==> src/rtl/decoder_pkg.sv <==
// -----------------------------------------------------------------------------
// decoder_pkg
//   Shared types and helpers for the code -> one-hot decoder family.
//   Contents:
//     DEC_SEL_W    default code width
//     dec_state_t  pulse FSM states {IDLE, DRIVE, GAP}
//     out_w()      one-hot width for a given code width (1 << sel_w)
//     max_u()      max of two unsigned ints, used to size down-counters
// -----------------------------------------------------------------------------
package decoder_pkg;

    localparam int unsigned DEC_SEL_W = 3;

    typedef enum logic [1:0] {
        IDLE  = 2'd0,
        DRIVE = 2'd1,
        GAP   = 2'd2
    } dec_state_t;

    function automatic int unsigned out_w(input int unsigned sel_w);
        return 32'd1 << sel_w;
    endfunction

    function automatic int unsigned max_u(input int unsigned a, input int unsigned b);
        return (a > b) ? a : b;
    endfunction

endpackage

==> src/rtl/decoder_3to8_pulse_if.sv <==
// -----------------------------------------------------------------------------
// decoder_3to8_pulse_if
//   Valid/ready code input plus pulse outputs of the 3-to-8 pulse decoder.
//   Optional feature macro: DEC_PARITY_EN (adds in_par and err).
//   Signals:
//     in_code     source -> decoder  code to decode
//     in_valid    source -> decoder  code present
//     in_ready    decoder -> source  decoder can accept
//     onehot_out  decoder -> sink    registered one-hot line
//     busy        decoder -> sink    high in DRIVE and GAP
//     done        decoder -> sink    pulse on last DRIVE cycle
//     in_par      source -> decoder  even parity over in_code (DEC_PARITY_EN)
//     err         decoder -> sink    parity error pulse (DEC_PARITY_EN)
//   Modports: master (code source side), slave (decoder side).
// -----------------------------------------------------------------------------
interface decoder_3to8_pulse_if #(
    parameter int unsigned SEL_W = decoder_pkg::DEC_SEL_W
);
    import decoder_pkg::*;

    localparam int unsigned OUT_W = out_w(SEL_W);

    logic [SEL_W-1:0] in_code;
    logic             in_valid;
    logic             in_ready;
    logic [OUT_W-1:0] onehot_out;
    logic             busy;
    logic             done;
`ifdef DEC_PARITY_EN
    logic             in_par;
    logic             err;

    modport master (
        output in_code, in_valid, in_par,
        input  in_ready, onehot_out, busy, done, err
    );
    modport slave (
        input  in_code, in_valid, in_par,
        output in_ready, onehot_out, busy, done, err
    );
`else
    modport master (
        output in_code, in_valid,
        input  in_ready, onehot_out, busy, done
    );
    modport slave (
        input  in_code, in_valid,
        output in_ready, onehot_out, busy, done
    );
`endif

endinterface

==> src/rtl/decoder_onehot.sv <==
// -----------------------------------------------------------------------------
// decoder_onehot
//   Purely combinational binary code -> one-hot decode. Shared by decoders.
//   Ports:
//     i_code    in   SEL_W  binary code
//     o_onehot  out  OUT_W  1 << i_code
// -----------------------------------------------------------------------------
module decoder_onehot
    import decoder_pkg::*;
#(
    parameter int unsigned SEL_W = DEC_SEL_W
) (
    input  logic [SEL_W-1:0]         i_code,
    output logic [out_w(SEL_W)-1:0]  o_onehot
);

    always_comb begin
        o_onehot         = '0;
        o_onehot[i_code] = 1'b1;
    end

endmodule

==> src/rtl/decoder_3to8_pulse.sv <==
// -----------------------------------------------------------------------------
// decoder_3to8_pulse
//   Accepts a code over valid/ready, then drives 1 << code on onehot_out for
//   PULSE_LEN cycles followed by GAP_LEN idle cycles. One code in flight.
//   Optional feature macro: DEC_PARITY_EN -- codes failing even parity are
//   consumed without a pulse and flagged on err for one cycle.
//   Ports:
//     clk    in  clock, rising edge
//     rst_n  in  asynchronous active-low reset
//     bus    decoder_3to8_pulse_if.slave (code handshake and pulse outputs)
// -----------------------------------------------------------------------------
module decoder_3to8_pulse
    import decoder_pkg::*;
#(
    parameter int unsigned SEL_W     = DEC_SEL_W,
    parameter int unsigned PULSE_LEN = 4,
    parameter int unsigned GAP_LEN   = 1
) (
    input  logic                  clk,
    input  logic                  rst_n,
    decoder_3to8_pulse_if.slave   bus
);

    localparam int unsigned OUT_W = out_w(SEL_W);
    localparam int unsigned CNT_W = $clog2(max_u(PULSE_LEN, GAP_LEN) + 1);

    localparam logic [CNT_W-1:0] PULSE_LOAD = CNT_W'(PULSE_LEN - 1);
    // GAP_LEN == 0 never enters GAP; keep the load value well defined anyway.
    localparam logic [CNT_W-1:0] GAP_LOAD   = (GAP_LEN > 0) ? CNT_W'(GAP_LEN - 1) : '0;
    localparam logic             ONE_PULSE  = (PULSE_LEN == 1);

    dec_state_t       r_state;
    logic [CNT_W-1:0] r_cnt;
    logic [OUT_W-1:0] r_onehot;
    logic             r_ready;
    logic             r_busy;
    logic             r_done;

    logic [OUT_W-1:0] w_onehot;
    logic             w_accept;
    logic             w_par_bad;
    logic             w_start;

    decoder_onehot #(
        .SEL_W (SEL_W)
    ) u_onehot (
        .i_code   (bus.in_code),
        .o_onehot (w_onehot)
    );

    // r_ready is only ever set in IDLE, so accept implies IDLE.
    assign w_accept = bus.in_valid & r_ready;

`ifdef DEC_PARITY_EN
    logic r_err;
    assign w_par_bad = ^{bus.in_code, bus.in_par};
    assign bus.err   = r_err;

    always_ff @(posedge clk or negedge rst_n) begin
        if (!rst_n) begin
            r_err <= 1'b0;
        end else begin
            r_err <= w_accept & w_par_bad;
        end
    end
`else
    assign w_par_bad = 1'b0;
`endif

    assign w_start = w_accept & ~w_par_bad;

    always_ff @(posedge clk or negedge rst_n) begin
        if (!rst_n) begin
            r_state  <= IDLE;
            r_cnt    <= '0;
            r_onehot <= '0;
            r_ready  <= 1'b0;
            r_busy   <= 1'b0;
            r_done   <= 1'b0;
        end else begin
            r_done <= 1'b0;
            unique case (r_state)
                IDLE: begin
                    r_ready <= 1'b1;
                    if (w_start) begin
                        r_state  <= DRIVE;
                        r_onehot <= w_onehot;
                        r_busy   <= 1'b1;
                        r_ready  <= 1'b0;
                        r_cnt    <= PULSE_LOAD;
                        r_done   <= ONE_PULSE;
                    end
                end
                DRIVE: begin
                    if (r_cnt == '0) begin
                        r_onehot <= '0;
                        if (GAP_LEN > 0) begin
                            r_state <= GAP;
                            r_cnt   <= GAP_LOAD;
                        end else begin
                            r_state <= IDLE;
                            r_busy  <= 1'b0;
                            r_ready <= 1'b1;
                        end
                    end else begin
                        r_cnt  <= r_cnt - CNT_W'(1);
                        // Next cycle is the last DRIVE cycle.
                        r_done <= (r_cnt == CNT_W'(1));
                    end
                end
                GAP: begin
                    if (r_cnt == '0) begin
                        r_state <= IDLE;
                        r_busy  <= 1'b0;
                        r_ready <= 1'b1;
                    end else begin
                        r_cnt <= r_cnt - CNT_W'(1);
                    end
                end
                default: begin
                    r_state  <= IDLE;
                    r_onehot <= '0;
                    r_busy   <= 1'b0;
                    r_ready  <= 1'b0;
                end
            endcase
        end
    end

    assign bus.in_ready   = r_ready;
    assign bus.onehot_out = r_onehot;
    assign bus.busy       = r_busy;
    assign bus.done       = r_done;

endmodule

==> src/flat_wrapper.sv <==
// flat-port wrapper written by rule: the top's interface ports become plain ports
module decoder_3to8_pulse_flat import decoder_pkg::*;
#(
    parameter int unsigned SEL_W     = DEC_SEL_W,
    parameter int unsigned PULSE_LEN = 4,
    parameter int unsigned GAP_LEN   = 1
)
  (clk, rst_n, bus_in_code, bus_in_valid, bus_in_ready, bus_onehot_out, bus_busy, bus_done);
  decoder_3to8_pulse_if #(.SEL_W(SEL_W)) bus_i ();
  input  logic clk;
  input  logic rst_n;
  input wire logic [$bits(bus_i.in_code)-1:0] bus_in_code;
  input wire logic [$bits(bus_i.in_valid)-1:0] bus_in_valid;
  output wire logic [$bits(bus_i.in_ready)-1:0] bus_in_ready;
  output wire logic [$bits(bus_i.onehot_out)-1:0] bus_onehot_out;
  output wire logic [$bits(bus_i.busy)-1:0] bus_busy;
  output wire logic [$bits(bus_i.done)-1:0] bus_done;
  assign bus_i.in_code = bus_in_code;
  assign bus_i.in_valid = bus_in_valid;
  assign bus_in_ready = bus_i.in_ready;
  assign bus_onehot_out = bus_i.onehot_out;
  assign bus_busy = bus_i.busy;
  assign bus_done = bus_i.done;
  decoder_3to8_pulse #(.SEL_W(SEL_W), .PULSE_LEN(PULSE_LEN), .GAP_LEN(GAP_LEN)) u_core (.clk(clk), .rst_n(rst_n), .bus(bus_i));
endmodule
==> config.mk <==
export PLATFORM = sky130hd
export DESIGN_NAME = decoder_3to8_pulse_flat
export DESIGN_NICKNAME = d
export VERILOG_FILES = /design/src/rtl/decoder_pkg.sv /design/src/rtl/decoder_3to8_pulse_if.sv /design/src/rtl/decoder_onehot.sv /design/src/rtl/decoder_3to8_pulse.sv /design/src/flat_wrapper.sv
export SDC_FILE = /design/constraint.sdc
export NUM_CORES = 1
export LEC_CHECK = 0
export ABC_AREA = 1
export CORE_AREA = 2 2 48 50
export DETAILED_ROUTE_END_ITERATION = 8
export DIE_AREA = 0 0 50 52
export DONT_BUFFER_PORTS = 1
export PLACE_DENSITY = 0.57
export SYNTH_ARGS = -nofsm -noshare
export SYNTH_HDL_FRONTEND = slang
export SYNTH_SLANG_ARGS = --single-unit
==> constraint.sdc <==
create_clock -name clk -period 1.3 [get_ports clk]
set_clock_uncertainty 0.1 [all_clocks]
set_input_delay 0.325 -clock clk [delete_from_list [all_inputs] [get_ports clk]]
set_output_delay 0.325 -clock clk [all_outputs]
set_load 0.005 [all_outputs]
==> results.toml, run 1 <==
[cts]
clk_pin_slew_ns = 0.09
cts-root-buf = "clkbuf_4"
cts_tree = "done"
clk_latency_ns = 0.28
cts_sinks = 16
cts_buffers = 3
htreeDepth = 1
clk_path_buf_depth = 2

[synth]
syn_nets = 120
synth_area_leaders = "dfrtp_1 (46%), nand2_1 (17%), ha_1 (8.6%)"
synth.ff_latch_count = 16
synth-seq-area-share = 0.458
synth_cell_type_count = 16
synth.yosys.warnings = 0
synth_area_leader_cell = "dfrtp_1"
avgSynthCellArea_um2 = 8.10
synth_area_um2 = 875
synth_top_area_frac = 0.458
synthCells = 108

[timing]
hold_violations = 0
setup_ws_ns = -0.0753
setup_viol = 13
fmax_mhz = 727
maxSlewHeadroom = 0.509
rsz0062_at_grt = "true"
drv_slew = 0
worstMarginPinSlew_ns = 0.734
finalCritPeriodShare = 1.06
layout_min_cycle_time_ns = 1.38

[grt]
grt-ovfl-total = 0
antenna_found_initial = 0
grt_max_degree = 17
grt_pass1_wl_um = 3320
grt_pass1_vias = 765
grt_usage = 0.173

[setup_path]
max_stage_delay_ns = 0.40
crit_chain = "inv_2 -> ha_4 -> nand2_4 -> nand2_4 -> buf_4 -> nand3_1 -> nand2_1 -> o21ai_0"
cp_slowest_cell = "dfrtp_1"
path_class = "reg -> reg"
path_common_cell = "nand2_4"
cp_max_fo = 3
arrival_ns = 1.44
cp.required_ns = 1.37
end_kind = "flop"
worst_setup_path_start_kind = "flop"

[die]
initial_utilization = 0.415
die_w_um = 50
io-pin-count = 17
core_mm2 = 0.00211
dieArea_mm2 = 0.00260
die_y_um = 52
rows = 17

[cells_and_area]
fillers = 191
n_antenna_cell = 0
area_delta_synth_final_pct = 30.3
fin_util = 0.541
drive_above_1_share = 0.336
fin_nets = 139

[detailed_routing]
detail_route.wl_per_cell_um = 11.8
met1_length_um = 729
post_drt_via_cell_ratio = 4.71
routed_wirelength_um = 1800
routed.top_layer = "met4"
drt_iter0_drc = 6
route.detailed.drc = 0
wl_met3_um = 71
drt_pass1_iterations = 4
wl_met2_um = 963
vias = 721
ant_nets = 0

[place]
gp_congestion = 0.782
dp_hpwl_um = 1300
portBuffers = 0
place_ws_ns = -0.129

[power_and_ir_drop]
ir_drop_v = 0.00157
power_leakage_nw = 0.617
power_density_mw_per_mm2 = 2770

[status]
violations = "negative setup slack"
run_status = "complete, but fails checks"

[job]
cap_violations = 0

[min_path]
hp-class = "in -> reg"
==> cells in the mapped netlist <==
library cell,number
nor2_1,6
o21ai_0,2
nand4_1,1
inv_2,4
ha_1,6
nor2_8,1
nand2_4,3
inv_4,1
nand2_1,39
nand2_2,1
nand3_1,11
a21boi_0,1
dfrtp_1,16
inv_1,12
nand3_2,1
a21oi_1,3
==> worst max-delay path, delay by kind of cell (launching register included) <==
| family | cells | cell delay, ns |
|---|---|---|
| buffers and inverters | 2 | 0.20 |
| AO/OA/AOI/OAI | 1 | 0.08 |
| AND/OR/NAND/NOR | 4 | 0.32 |
| flip-flops | 1 | 0.40 |
| adder cells (fa/ha/maj) | 1 | 0.15 |
==> through the flow <==
stage / setup TNS [ns] / cell area (µm²) / instances / hold slack (ns) / total power, mW
after floorplan: -0.0889 / 892 / 108 / -0.0706 / 1.98
after global placement: -1.14 / 995 / 145 / -0.0703 / 2.45
after detailed placement: -1.36 / 995 / 145 / -0.0703 / 2.47
after CTS: -0.833 / 1120 / 152 / 0.105 / 3.09
after global routing: -1.93 / 1140 / 153 / 0.123 / 3.48
final: -0.631 / 1140 / 153 / 0.118 / 3.15
==> where the power goes <==
| part | leakage [nW] | switching, mW | internal (mW) |
|---|---|---|---|
| Combinational | 0.393 | 1.17 | 0.902 |
| Clock | 0.0138 | 0.149 | 0.108 |
| Sequential | 0.209 | 0.143 | 0.689 |
| Total | 0.617 | 1.46 | 1.70 |
==> what timing repair did <==
action,in CTS,in global routing
hold buffers,1,0
cloned,1,0
hold endpoints to repair,16,0
gates resized for setup,15,6
pin swaps,7,1
setup buffers,2,1
setup endpoints to repair,15,15
==> sequential cells by signal (all words and copies together), names as in the netlist <==
| name | cells |
|---|---|
| u_core.r_state | 2 |
| u_core.bus.busy | 1 |
| u_core.bus.done | 1 |
| u_core.bus.in_ready | 1 |
| u_core.bus.onehot_out | 8 |
| u_core.r_cnt | 3 |
==> logic make-up after synthesis <==
group / Yosys count / share of synthesized area
AND/OR/NAND/NOR: 63 / 0.343
buffers and inverters: 17 / 0.0758
flip-flops: 16 / 0.458
AO/OA/AOI/OAI: 6 / 0.0372
adder cells (fa/ha/maj): 6 / 0.0858
==> final timing paths <==
check | end | slack, ns | cells past startpoint | startpoint
max | u_core.r_state[0] | -0.08 | 8 | u_core.r_cnt[1]
min | u_core.bus.onehot_out[1] | 0.12 | 3 | bus_in_code[2]
max reg2reg | u_core.r_state[0] | -0.08 | 8 | u_core.r_cnt[1]
min reg2reg | u_core.bus.onehot_out[5] | 0.40 | 2 | u_core.bus.onehot_out[5]
max in group asynchronous | u_core.r_state[0] | 0.20 | 1 | rst_n
min in group asynchronous | u_core.bus.onehot_out[1] | 0.43 | 1 | rst_n
==> layout make-up <==
type	count	area, µm²	share of cell area
timing repair buffer	13	108	0.0944
tap	28	35.0	0.0307
clock buffer	3	22.5	0.0198
sequential	16	400	0.351
inverter	17	76.3	0.0670
multi-input combinational	76	498	0.437
==> layout by cell type, fill, tap and decap left out, types with 2 or more instances in the layout <==
master,synthesis,layout
nand3_1,11,10
buf_6,0,2
dfrtp_1,16,16
nand2_1,39,36
buf_4,0,10
nand2_2,1,3
inv_2,4,8
nor2_1,6,5
clkbuf_4,0,3
nand3_2,1,2
inv_1,12,6
ha_1,6,2
inv_6,0,2
a21oi_1,3,3
nand2_4,3,3
ha_4,0,4
==> routing by layer <==
layer	up-vias	track usage
li1	370	-
met1	329	0.185
met2	18	0.316
met3	4	0.0374
met4	0	0.0972
met5	-	0
Note: power is estimated with default switching activity, not from simulation.
==> inputs of run 2 (changes only) <==
--- a/config.mk
+++ b/config.mk
@@ -6,11 +6,11 @@
 export NUM_CORES = 1
 export LEC_CHECK = 0
 export ABC_AREA = 1
-export CORE_AREA = 2 2 48 50
+export CORE_AREA = 2 2 44 46
 export DETAILED_ROUTE_END_ITERATION = 8
-export DIE_AREA = 0 0 50 52
+export DIE_AREA = 0 0 46 48
 export DONT_BUFFER_PORTS = 1
-export PLACE_DENSITY = 0.57
+export PLACE_DENSITY = 0.66
 export SYNTH_ARGS = -nofsm -noshare
 export SYNTH_HDL_FRONTEND = slang
 export SYNTH_SLANG_ARGS = --single-unit
==> run 2 against run 1 <==
The run still ends with negative setup slack left. Count of clock-buffer cells in the layout is 1 higher. Wire length is 3.2% higher. Register-to-register slack worse by 0.02 ns. Utilization is 15 points higher. Worst hold slack better by 0.0082 ns. Fmax is 1.6% lower. Global-route usage is 2.1 points higher.
==> results.toml, run 2 (synthesized netlist as in run 1, its figures left out) <==
[setup_path]
rr_endpoint = "u_core.bus.onehot_out[5]"
r2r_setup_slack_ns = -0.1
cp_max_fo = 8
reg2regPathDepth = 8
max_stage_delay_ns = 0.44
path_common_cell = "nand2_1"
path_class = "reg -> reg"
end_kind = "flop"
r2r_start = "u_core.r_state[1]"
cp_slowest_cell = "dfrtp_1"
crit_chain = "inv_2 -> ha_4 -> nand2_4 -> nand2_8 -> nor2_8 -> inv_4 -> nand2_1 -> nand2_1"
arrival_ns = 1.48
path_delay_family = "flip-flops"
cp.required_ns = 1.38
worst_setup_path_start_kind = "flop"
worst-path-buf-inv = 2

[cells_and_area]
drive_above_1_share = 0.381
largest_reg_flops = 8
fin_util = 0.689
n_antenna_cell = 0
stdcell_count = 143
final_cell_mix = "nand2_1 (37), dfrtp_1 (15), buf_4 (11), nand3_1 (9), inv_2 (8)"
fin_nets = 139
layout_commonest_cell = "nand2_1"
area_delta_synth_final_pct = 33.0

[detailed_routing]
route.detailed.drc = 0
ant_nets = 0
post_drt_via_cell_ratio = 5.15
drt_iter0_drc = 12
routed_wirelength_um = 1860
drt_pass1_iterations = 4
vias = 737
detail_route.wl_per_cell_um = 13.0

[place]
dp_cells = 134
dp_hpwl_um = 1320
gp_congestion = 0.869
portBuffers = 0

[status]
run_status = "complete, but fails checks"
violations = "negative setup slack"

[cts]
clk_pin_slew_ns = 0.09
clk_path_buf_depth = 2
cts-root-buf = "clkbuf_4"
clk_latency_ns = 0.28
cts_tree = "done"
cts_buffers = 3
htreeDepth = 1
cts_sinks = 16

[die]
rows = 15
initial_utilization = 0.518
io-pin-count = 17
die_w_um = 46
core_mm2 = 0.00169
dieArea_mm2 = 0.00221
die_y_um = 48

[timing]
rsz0062_at_grt = "true"
layout_min_cycle_time_ns = 1.40
finalCritPeriodShare = 1.08
hold_violations = 0
setup_ws_ns = -0.0980
fmax_mhz = 715
worstMarginPinSlew_ns = 0.753
maxSlewHeadroom = 0.497
setup_viol = 15
drv_slew = 0

[grt]
grt_pass1_vias = 685
grt_usage = 0.194
grt_pass1_wl_um = 2990
antenna_found_initial = 0
grt-ovfl-total = 0
grt_max_degree = 17

[job]
cap_violations = 0

[power_and_ir_drop]
power_density_mw_per_mm2 = 2860
ir_drop_v = 0.00141
power_leakage_nw = 0.628

[min_path]
hold_depth = 3
hp-class = "in -> reg"
hold_start = "bus_in_code[1]"
holdPathEnd = "u_core.bus.onehot_out[4]"
## run 2: layer usage
| metal | up-vias | wire length, µm | GRT usage |
|---|---|---|---|
| li1 | 373 | - | - |
| met4 | 0 | 0 | 0.0343 |
| met5 | - | 0 | 0 |
| met1 | 340 | 834 | 0.250 |
| met2 | 24 | 923 | 0.331 |
| met3 | 0 | 99 | 0.0528 |
## run 2: metrics by stage
step / worst slack, ns / cell area, µm² / TNS (ns) / power, mW / hold slack, ns
3_5_place_dp: -0.136 / 981 / -1.51 / 2.47 / -0.0703
5_1_grt: -0.184 / 1160 / -2.25 / 3.65 / 0.117
2_1_floorplan: -0.0111 / 892 / -0.0889 / 1.98 / -0.0706
3_3_place_gp: -0.111 / 981 / -1.28 / 2.43 / -0.0703
4_1_cts: -0.0971 / 1120 / -1.16 / 3.17 / 0.121
6_report: -0.0980 / 1160 / -1.07 / 3.33 / 0.126
## run 2: where the power goes
part | internal (mW) | switching, mW
registers | 0.691 | 0.156
clock network | 0.170 | 0.159
logic | 0.927 | 1.23
## run 2: area by class of cell
type / instances / area, µm²
well taps: 17 / 21.3
flip-flops and latches: 16 / 402
inverters: 17 / 76.3
multi-input cells: 76 / 524
repair buffers: 13 / 104
clock buffers: 4 / 36.3
fillers: 126 / 526
## run 2: tightest hold or removal path, delay by kind of cell
family | cells | cell delay (ns)
AND/OR/NAND/NOR | 3 | 0.15
## run 2: repair_timing
action                     CTS  global route
pin swaps                    7             4
gates cloned                 1             0
hold buffers                 1             0
hold endpoints to repair    16             0
setup endpoints to repair   15            15
setup buffers                2             1
resized for setup           18            11
## run 2: how the worst max path moves through the flow
stage	startpoint	endpoint	slack, ns	cells after the start
2_1_floorplan	u_core.r_cnt[0]	u_core.bus.onehot_out[0]	-0.01	9
3_3_place_gp	u_core.r_state[0]	u_core.bus.onehot_out[3]	-0.11	8
3_5_place_dp	u_core.r_state[0]	u_core.bus.onehot_out[0]	-0.14	8
4_1_cts	u_core.r_state[1]	u_core.bus.onehot_out[5]	-0.1	8
5_1_grt	u_core.r_state[1]	u_core.bus.onehot_out[7]	-0.18	8
6_report	u_core.r_state[1]	u_core.bus.onehot_out[5]	-0.1	8
==> inputs of run 3 (changes only) <==
--- a/config.mk
+++ b/config.mk
@@ -6,11 +6,13 @@
 export NUM_CORES = 1
 export LEC_CHECK = 0
 export ABC_AREA = 1
-export CORE_AREA = 2 2 44 46
+export ABC_CLOCK_PERIOD_IN_PS = 1300
+export CORE_AREA = 10 10 54 56
 export DETAILED_ROUTE_END_ITERATION = 8
-export DIE_AREA = 0 0 46 48
+export DIE_AREA = 0 0 64 66
 export DONT_BUFFER_PORTS = 1
-export PLACE_DENSITY = 0.66
+export PLACE_DENSITY = 0.67
 export SYNTH_ARGS = -nofsm -noshare
 export SYNTH_HDL_FRONTEND = slang
+export SYNTH_HIERARCHICAL = 1
 export SYNTH_SLANG_ARGS = --single-unit
==> run 3 against run 2 <==
The run still ends with negative setup slack left. Sequential share of layout area down 2.0 points. Flip-flop and latch count unchanged. Critical path depth down 2. Clock power down 21%. Largest cell class unchanged.
==> results.toml, run 3 <==
[cells_and_area]
layout_commonest_cell = "nand2_1"
n_antenna_cell = 0
drive_above_1_share = 0.415
largest_reg_flops = 8
final_cell_mix = "nand2_1 (33), dfrtp_1 (15), nor2_1 (13), buf_4 (11), o21ai_2 (9)"
fin_area_mm2 = 0.00123
stdcell_count = 157
fin_nets = 146
area_delta_synth_final_pct = 27.0

[synth]
synth_area_leader_cell = "dfrtp_1"
synth_compound_area_frac = 0.104
synth.yosys.warnings = 6
synth.ff_latch_count = 16
avgSynthCellArea_um2 = 8.45
synthSimpleGateAreaFrac = 0.304
synthCells = 115
synth_most_common_cell = "nand2_1"
async_flop_share = 1.00
synth_top_family_by_area = "simple AND/OR/NAND/NOR gates"
synth_ff_type = "dfrtp_1"
syn_nets = 129
synth_top_area_frac = 0.412
synth_common_cells = "nand2_1 (38), dfrtp_1 (16), nor2_1 (14), inv_1 (9)"
synthAdderAreaFrac = 0.103
synth_area_leaders = "dfrtp_1 (41%), nand2_1 (15%), ha_1 (10%)"
synth_edf_count = 0
synth_area_um2 = 972
muxShareOfSynthArea = 0
synth_xor_area_frac = 0
synth-seq-area-share = 0.412
synth_cell_type_count = 19

[timing]
maxSlewHeadroom = 0.509
finalCritPeriodShare = 1.03
rsz0062_at_grt = "true"
setup_viol = 14
drv_slew = 0
fmax_mhz = 743
hold_violations = 0
worstMarginPinSlew_ns = 0.737
whs_ns = 0.0622
layout_min_cycle_time_ns = 1.35
setup_ws_ns = -0.0452

[cts]
clk_path_buf_depth = 2
cts_tree = "done"
cts-root-buf = "clkbuf_4"
clk_latency_ns = 0.28
clk_pin_slew_ns = 0.09
htreeDepth = 1
cts_sinks = 16
cts_buffers = 3

[setup_path]
max_stage_delay_ns = 0.43
r2r_setup_slack_ns = -0.05
cp.required_ns = 1.38
worst_setup_path_start_kind = "flop"
reg2regPathDepth = 6
cp_max_fo = 8
arrival_ns = 1.42
rr_endpoint = "u_core/bus.onehot_out[2]"
cp_slowest_cell = "dfrtp_1"
end_kind = "flop"
crit_chain = "buf_6 -> ha_4 -> nand2_8 -> nand3_4 -> nand2_1 -> o21ai_2"
path_class = "reg -> reg"
r2r_start = "u_core/r_state[0]"

[grt]
grt-ovfl-total = 0
grt_usage = 0.103
grt_pass1_wl_um = 3460
grt.met1_usage = 0.115
grt_pass1_vias = 719
grt_max_degree = 17
antenna_found_initial = 0
grt-busiest-layer = "met2"
met2_usage = 0.175
met3_usage = 0.0288

[place]
gp_congestion = 0.819
dp_cells = 147
portBuffers = 0
dp_hpwl_um = 1410
place_area_mm2 = 0.00106
place_ws_ns = -0.116

[min_path]
hp-class = "in -> async"

[die]
io-pin-count = 17
core_mm2 = 0.00190
dieArea_mm2 = 0.00422
rows = 16
die_w_um = 64
die_y_um = 66
initial_utilization = 0.511

[power_and_ir_drop]
power_leakage_nw = 0.610
power_density_mw_per_mm2 = 2640
power_mw = 3.26
ir_drop_v = 0.00135

[detailed_routing]
route.detailed.drc = 0
drt_pass1_iterations = 4
ant_nets = 0
vias = 759
drt_iter0_drc = 30
routed_wirelength_um = 2120
detail_route.wl_per_cell_um = 13.5
post_drt_via_cell_ratio = 4.83

[status]
run_status = "complete, but fails checks"
violations = "negative setup slack"

[job]
cap_violations = 0
[run 3: cell types whose count changed after synthesis, sizes merged]
cell,previous run,this run
o21ai,2,9
nand2,43,44
inv,17,13
nand3,12,4
buf,0,2
ha,6,8
nor2,7,14
[run 3: worst max-delay path: cells and delay by family (launching register included)]
family | cells | cell delay, ns
flops | 1 | 0.43
simple gates | 3 | 0.34
fa+ha+maj | 1 | 0.18
buf+inv | 1 | 0.14
compound gates | 1 | 0.05
[run 3: layout make-up]
class	instances	area, µm²
Clock buffer	3	22.5
Multi-Input combinational cell	85	617
Sequential cell	16	402
Fill cell	151	667
Inverter	13	53.8
Tap cell	27	33.8
Timing Repair Buffer	13	106
[run 3: how the worst max path moves through the flow]
stage                            from                  endpoint  slack [ns]  depth (start not counted)
CTS                 u_core/r_state[0]  u_core/bus.onehot_out[2]       -0.04                          6
global route          u_core/r_cnt[1]  u_core/bus.onehot_out[7]       -0.11                          7
finish              u_core/r_state[0]  u_core/bus.onehot_out[2]       -0.05                          6
detailed placement    u_core/r_cnt[1]  u_core/bus.onehot_out[5]       -0.12                          7
global placement      u_core/r_cnt[1]  u_core/bus.onehot_out[3]       -0.06                          7
floorplan           u_core/r_state[0]  u_core/bus.onehot_out[6]       -0.04                          8
[run 3: logic make-up after synthesis]
kind of cell,count (synthesis)
AOI/OAI and AO/OA,13
adders and majority gates,8
buffers and inverters,15
DFF,16
and+or+nand+nor,63
[run 3: metal layers]
| layer | routed length [µm] | up-vias | part of all wire |
|---|---|---|---|
| met1 | 872 | 355 | 0.41 |
| met2 | 1130 | 12 | 0.53 |
| met4 | 10 | 0 | 0.0047 |
| met3 | 104 | 2 | 0.049 |
| met5 | 0 | - | 0 |
| li1 | - | 390 | - |
[run 3: report_power, final]
part	switching (mW)	total (mW)	leakage (nW)	internal (mW)
Combinational	1.25	2.17	0.388	0.923
Sequential	0.156	0.832	0.208	0.676
Clock	0.151	0.259	0.0138	0.107
Total	1.56	3.26	0.610	1.71
[run 3: what timing repair did]
| item | 4_1_cts | 5_1_grt |
|---|---|---|
| hold buffers | 1 | 0 |
| endpoints found under the hold margin | 16 | 0 |
| buffers inserted | 5 | 0 |
| cloned | 1 | 0 |
| pin swaps | 4 | 9 |
| gates resized for setup | 10 | 13 |
| setup endpoints to repair | 15 | 15 |
[run 3: metrics by stage]
stage | utilization | setup TNS (ns)
floorplan | - | -0.142
global placement | 0.559 | -0.593
detailed placement | 0.559 | -1.04
CTS | 0.626 | -0.485
global route | 0.649 | -1.45
finish | 0.649 | -0.394
